===== src/rtl/data_memory_bank.sv =====
// ---------------------------------------------------------------------------
// data_memory_bank
//   Parametrised single-port data memory for the load/store unit. Accepts one
//   valid/ready request per cycle, returns reads one cycle later on a
//   registered response port, and zeroes the whole array with a hardware
//   sweep after reset or on a clear_req pulse. DEPTH need not be a power of
//   two; addresses >= DEPTH are dropped (writes) or flagged (reads).
//
//   Optional build macro: MEM_PARITY_EN
//     Adds an even-parity bit per word, an err_inject hook on writes and a
//     parity check on reads (rsp_perr). Without it rsp_perr is tied 0 and
//     err_inject is ignored; the port list is identical in both builds.
//
//   Ports
//     clk, rst_n   clock (rising edge), asynchronous active-low reset
//     req_valid    request present
//     req_ready    request accepted this cycle when high (0 during sweep)
//     req_write    1 = write, 0 = read
//     req_addr     word address
//     req_wdata    write data
//     clear_req    single-cycle pulse restarting the clear sweep
//     err_inject   store inverted parity on this write (parity build only)
//     rsp_valid    one-cycle read response pulse
//     rsp_rdata    read data, held until the next response
//     rsp_err      read address was out of range, held
//     rsp_perr     stored parity mismatch on read, held
//     init_done    sweep finished, memory usable
// ---------------------------------------------------------------------------
module data_memory_bank #(
  parameter int unsigned DATA_W = 8,
  parameter int unsigned ADDR_W = 8,
  parameter int unsigned DEPTH  = 256
) (
  input  logic              clk,
  input  logic              rst_n,
  input  logic              req_valid,
  output logic              req_ready,
  input  logic              req_write,
  input  logic [ADDR_W-1:0] req_addr,
  input  logic [DATA_W-1:0] req_wdata,
  input  logic              clear_req,
  input  logic              err_inject,
  output logic              rsp_valid,
  output logic [DATA_W-1:0] rsp_rdata,
  output logic              rsp_err,
  output logic              rsp_perr,
  output logic              init_done
);

  // Index width covers exactly DEPTH words; upper address bits only feed the
  // range check.
  localparam int unsigned IDX_W = (DEPTH > 1) ? $clog2(DEPTH) : 1;

`ifdef MEM_PARITY_EN
  localparam int unsigned MEM_W = DATA_W + 1;
`else
  localparam int unsigned MEM_W = DATA_W;
`endif

  // One extra bit so DEPTH == 2**ADDR_W is representable.
  localparam logic [ADDR_W:0]   DEPTH_X  = (ADDR_W + 1)'(DEPTH);
  localparam logic [ADDR_W-1:0] LAST_IDX = ADDR_W'(DEPTH - 1);

  typedef enum logic {
    ST_CLEAR = 1'b0,
    ST_READY = 1'b1
  } state_e;

  state_e              state_q;
  logic [ADDR_W-1:0]   cnt_q;
  logic                req_ready_q;
  logic                init_done_q;

  logic                rsp_valid_q;
  logic [DATA_W-1:0]   rsp_rdata_q;
  logic                rsp_err_q;
  logic                rsp_perr_q;

  logic [MEM_W-1:0]    mem [DEPTH];

  logic                req_acc;
  logic                wr_acc;
  logic                rd_acc;
  logic                addr_in_range;

  logic                mem_we;
  logic [IDX_W-1:0]    mem_widx;
  logic [MEM_W-1:0]    mem_wword;
  logic [MEM_W-1:0]    mem_rword;
  logic                par_bad;

  // Request handshake; req_ready_q is only ever high in READY.
  assign req_acc       = req_valid && req_ready_q;
  assign wr_acc        = req_acc && req_write;
  assign rd_acc        = req_acc && !req_write;
  assign addr_in_range = ({1'b0, req_addr} < DEPTH_X);

  // Sweep / ready state machine with registered handshake outputs.
  always_ff @(posedge clk or negedge rst_n) begin
    if (!rst_n) begin
      state_q     <= ST_CLEAR;
      cnt_q       <= '0;
      req_ready_q <= 1'b0;
      init_done_q <= 1'b0;
    end else begin
      case (state_q)
        ST_CLEAR: begin
          if (cnt_q == LAST_IDX) begin
            state_q     <= ST_READY;
            cnt_q       <= '0;
            req_ready_q <= 1'b1;
            init_done_q <= 1'b1;
          end else begin
            cnt_q <= cnt_q + ADDR_W'(1);
          end
        end
        ST_READY: begin
          // A request accepted in the same cycle still completes normally.
          if (clear_req) begin
            state_q     <= ST_CLEAR;
            cnt_q       <= '0;
            req_ready_q <= 1'b0;
            init_done_q <= 1'b0;
          end
        end
        default: begin
          state_q     <= ST_CLEAR;
          cnt_q       <= '0;
          req_ready_q <= 1'b0;
          init_done_q <= 1'b0;
        end
      endcase
    end
  end

  // Single write port: sweep zeroes word[cnt], otherwise in-range writes.
  always_comb begin
    mem_we    = 1'b0;
    mem_widx  = '0;
    mem_wword = '0;
    if (state_q == ST_CLEAR) begin
      mem_we   = 1'b1;
      mem_widx = cnt_q[IDX_W-1:0];
    end else if (wr_acc && addr_in_range) begin
      mem_we   = 1'b1;
      mem_widx = req_addr[IDX_W-1:0];
`ifdef MEM_PARITY_EN
      mem_wword = {(^req_wdata) ^ err_inject, req_wdata};
`else
      mem_wword = req_wdata;
`endif
    end
  end

`ifndef MEM_PARITY_EN
  logic unused_err_inject;
  assign unused_err_inject = err_inject;
`endif

  // Storage array; contents are initialised by the sweep, not by reset.
  always_ff @(posedge clk) begin
    if (mem_we) begin
      mem[mem_widx] <= mem_wword;
    end
  end

  // Asynchronous array read, only consumed for in-range addresses.
  assign mem_rword = mem[req_addr[IDX_W-1:0]];

`ifdef MEM_PARITY_EN
  assign par_bad = (mem_rword[MEM_W-1] != (^mem_rword[DATA_W-1:0]));
`else
  assign par_bad = 1'b0;
`endif

  // Registered read response; data and flags hold between responses.
  always_ff @(posedge clk or negedge rst_n) begin
    if (!rst_n) begin
      rsp_valid_q <= 1'b0;
      rsp_rdata_q <= '0;
      rsp_err_q   <= 1'b0;
      rsp_perr_q  <= 1'b0;
    end else begin
      rsp_valid_q <= rd_acc;
      if (rd_acc) begin
        if (addr_in_range) begin
          rsp_rdata_q <= mem_rword[DATA_W-1:0];
          rsp_err_q   <= 1'b0;
          rsp_perr_q  <= par_bad;
        end else begin
          rsp_rdata_q <= '0;
          rsp_err_q   <= 1'b1;
          rsp_perr_q  <= 1'b0;
        end
      end
    end
  end

  assign req_ready = req_ready_q;
  assign init_done = init_done_q;
  assign rsp_valid = rsp_valid_q;
  assign rsp_rdata = rsp_rdata_q;
  assign rsp_err   = rsp_err_q;
  assign rsp_perr  = rsp_perr_q;

endmodule


===== config.mk =====
export PLATFORM = sky130hd
export DESIGN_NAME = data_memory_bank
export DESIGN_NICKNAME = d
export VERILOG_FILES = /design/src/rtl/data_memory_bank.sv
export SDC_FILE = /design/constraint.sdc
export NUM_CORES = 2
export LEC_CHECK = 0
export ABC_CLOCK_PERIOD_IN_PS = 8060
export CAP_MARGIN = 20
export CORE_MARGIN = 5
export CORE_UTILIZATION = 60
export DETAILED_ROUTE_END_ITERATION = 6
export GPL_ROUTABILITY_DRIVEN = 0
export GPL_TIMING_DRIVEN = 1
export HOLD_SLACK_MARGIN = 0.06
export MAX_ROUTING_LAYER = met4
export PLACE_DENSITY = 0.76
export SKIP_CTS_REPAIR_TIMING = 1
export SYNTH_ARGS = -nofsm -noshare
export SYNTH_HDL_FRONTEND = slang
export SYNTH_SLANG_ARGS = --single-unit

===== constraint.sdc =====
create_clock -name clk -period 8.06 [get_ports clk]
set_clock_uncertainty 0.2 [all_clocks]
set_input_delay 1.612 -clock clk [delete_from_list [all_inputs] [get_ports clk]]
set_output_delay 1.612 -clock clk [all_outputs]
set_load 0.01 [all_outputs]

==> results.py <==
metrics = {
    "outcome": {
        "status": "complete, no violations",
    },
    "route": {
        "remaining_drc_errors": 0,
        "routed-via-count": 40200,
        "drt_iter0_drc": 5577,
        "routedWlPerCell_um": 33.0,
        "first_pass_iters": 6,
        "wl_mm": 194,
        "drtAntennaViolNets": 0,
        "drt-vias-per-instance": 6.84,
    },
    "setup_path": {
        "path_buf_inv": 2,
        "slowest_stage": "and3_1",
        "worstReg2RegEnd": "mem[139][7]$_DFFE_PP_",
        "crit_arrival_ns": 5.59,
        "worst-setup-path-type": "primary input to register",
        "critPathTopFamily": "simple AND/OR/NAND/NOR gates",
        "path_max_fanout": 19,
        "cpPeakStageDelay_ns": 0.90,
        "r2r_slack_ns": 3.53,
        "cp-end-kind": "register",
        "worst_r2r_path_depth": 6,
        "regToRegStartpoint": "init_done$_DFFE_PN0P_",
        "worstPathRequired_ns": 8.29,
        "crit_chain": "clkdlybuf4s50_1 > and3_1 > nand4_1 > o21ai_0 > nand2_1 > buf_4 > nor2_1",
        "cp-start-kind": "primary input",
    },
    "global_route": {
        "grt_overflow": 0,
        "grt_pass1_wl_mm": 282,
        "antenna_found_initial": 7,
        "grtUsageTotal_pct": 28.5,
        "first_global_vias": 40400,
        "grt_max_degree": 202,
    },
    "synth": {
        "ys.flop_type": "edfxtp_1",
        "ys_seq_area_share_pct": 77.1,
        "yosysWarnings": 0,
        "synth_async_sr_flop_share_pct": 0.919,
        "synth_edf_count": 2048,
        "syn_avg_cell_area_um2": 20.7,
        "synthCells": 3887,
        "synthDistinctLibCells": 57,
        "synth-seq-cells": 2067,
        "netlist_area_um2": 80400,
    },
    "clock_network": {
        "insertion_delay_ns": 0.82,
        "clk_pin_slew_ns": 0.07,
        "clockBufferDepth": 3,
        "cts_root_buffer": "clkbuf_16",
        "cts_tree": "built",
        "cts_buffers": 195,
        "clkSinkCount": 2067,
        "cts_max_level": 4,
    },
    "power": {
        "ir_drop_v": 0.000254,
        "p_total_mw": 22.5,
        "p_per_area_nw_per_um2": 254,
        "leakagePower_nw": 26.8,
    },
    "worst_hold_path": {
        "hold_path.startpoint": "cnt_q[5]$_DFFE_PN0P_",
        "hold_depth": 1,
        "hold_end": "cnt_q[5]$_DFFE_PN0P_",
        "hold_class": "register to register",
    },
    "cells_and_area": {
        "final_cell_area_um2": 88500,
        "syn2layout_area_growth_pct": 10.1,
        "post-route-util_pct": 66.4,
        "num-fill-cells": 8256,
        "nets": 3972,
        "drive_gt1_share_pct": 19.0,
    },
    "sta": {
        "slew_headroom_pct": 9.80,
        "max_slew.worst_pin.slew_ns": 1.34,
        "fin_tns_setup_ns": 0,
        "final-setup-viol-count": 0,
        "rsz0062_at_grt": "no",
        "fin_crit_sh_pct": 66.5,
        "fmax_mhz": 187,
        "min_period_ns": 5.36,
        "hold_viol": 0,
        "slew_viol_final": 0,
    },
    "place": {
        "post_dp_cell_area_um2": 82500,
        "dp_hpwl_mm": 112,
        "io_buffer_count": 31,
    },
    "floorplanning": {
        "coreArea_um2": 133000,
        "initial_core_util_pct": 60.3,
        "fp.dieArea_um2": 141000,
        "row_count": 134,
        "io_pins": 35,
        "die_h_um": 376,
        "dieWidth_um": 376,
    },
    "flow_run": {
        "drv_cap": 0,
    },
}
[sequential cells by signal, summed over array words and instances, names as in the netlist]
signal and count:
cnt_q 8, init_done 1, mem 2048, rsp_rdata 8
rsp_valid 1, state_q 1
[synth_stat cells (9+ instances only)]
cell type | count | share of area, %
nand4_1 | 20 | 0.16
and3_1 | 11 | 0.086
nand3_1 | 19 | 0.12
clkbuf_1 | 96 | 0.45
mux4_2 | 406 | 11
o41ai_1 | 9 | 0.098
a221oi_1 | 10 | 0.11
buf_1 | 33 | 0.15
nor2_1 | 283 | 1.3
o21ai_1 | 9 | 0.056
a22oi_1 | 72 | 0.67
buf_4 | 46 | 0.43
a22o_1 | 23 | 0.25
edfxtp_1 | 2048 | 76
a21oi_1 | 31 | 0.19
buf_2 | 50 | 0.31
o21ai_0 | 33 | 0.21
a221o_1 | 15 | 0.19
mux2i_1 | 298 | 3.7
nand2_1 | 79 | 0.37
o22ai_1 | 88 | 0.68
o221ai_1 | 73 | 0.80
dfrtp_1 | 19 | 0.59
buf_6 | 18 | 0.25
[layer usage]
| layer | up-vias | wire [µm] | track usage [%] |
|---|---|---|---|
| met5 | - | 0 | - |
| met2 | 2441 | 91700 | 42.3 |
| met3 | 509 | 22900 | 7.94 |
| met4 | 0 | 9260 | 11.7 |
| met1 | 20900 | 70300 | 38.1 |
| li1 | 16400 | - | - |
[layout make-up]
cell class | instances | area [µm²] | share of cell area (%)
flip-flops and latches | 2067 | 62000 | 70.0
well taps | 1768 | 2210 | 2.50
inverters | 6 | 22.5 | 0.0254
multi-input cells | 1571 | 17200 | 19.4
repair buffers | 108 | 1090 | 1.23
clock buffers | 245 | 5240 | 5.92
clock inverters | 109 | 761 | 0.859
diodes | 7 | 17.5 | 0.0198
[logic make-up (layout without fill, tap and decap cells)]
kind of cell    after synthesis  in the layout  share of synthesized area [%]
flops                      2067           2067                           77.1
mux                         705            705                           15.1
simple gates                464            464                           2.57
compound gates              395            395                           3.57
buf+inv                     250            468                           1.63
xor+xnor                      4              4                         0.0436
fa+ha+maj                     1              1                         0.0156
other cells                   1              9                        0.00466
[worst reg2reg max path, cell delays in order (launching register included)]
cell     delay, ns
dfrtp_1       0.61
and3_1        0.93
nand4_1       0.20
o21ai_0       0.32
nand2_1       0.60
buf_4         0.47
nor2_1        0.82
[cell usage in the layout, fill, tap and decap left out, types with 36 or more instances in the layout]
cell type     n
nor2_1      281
mux4_2      406
buf_4        59
a22oi_1      72
nand2_1      73
clkbuf_1     42
o221ai_1     73
clkinv_2     36
o22ai_1      88
mux2i_1     298
clkinv_1     50
clkbuf_16   203
edfxtp_1   2048
[worst max-delay path by stage]
stage,start,end,slack (ns),cells after the start
after CTS,req_valid,mem[139][7]$_DFFE_PP_,2.96,7
after floorplan,req_valid,mem[0][0]$_DFFE_PP_,1.38,4
after detailed placement,req_valid,mem[139][7]$_DFFE_PP_,2.09,7
after global routing,req_write,mem[139][4]$_DFFE_PP_,2.67,7
final,req_valid,mem[139][7]$_DFFE_PP_,2.70,7
after global placement,req_valid,mem[39][4]$_DFFE_PP_,2.09,6
[metrics by stage]
stage               instances  hold slack (ns)  worst slack (ns)
floorplan                3888            0.325              1.38
global placement         5515            0.378              2.09
detailed placement       5519            0.395              2.09
CTS                      5873            0.404              2.96
global route             5879            0.437              2.67
finish                   5881            0.422              2.70
[report_power, final]
part           total (mW)  leakage (nW)  internal (mW)  switching, mW
sequential           12.1          17.9           12.0          0.167
combinational        1.69          6.03          0.488           1.20
clock                8.69          2.93           4.81           3.88
No activity file was read; power rests on OpenSTA's default activity.
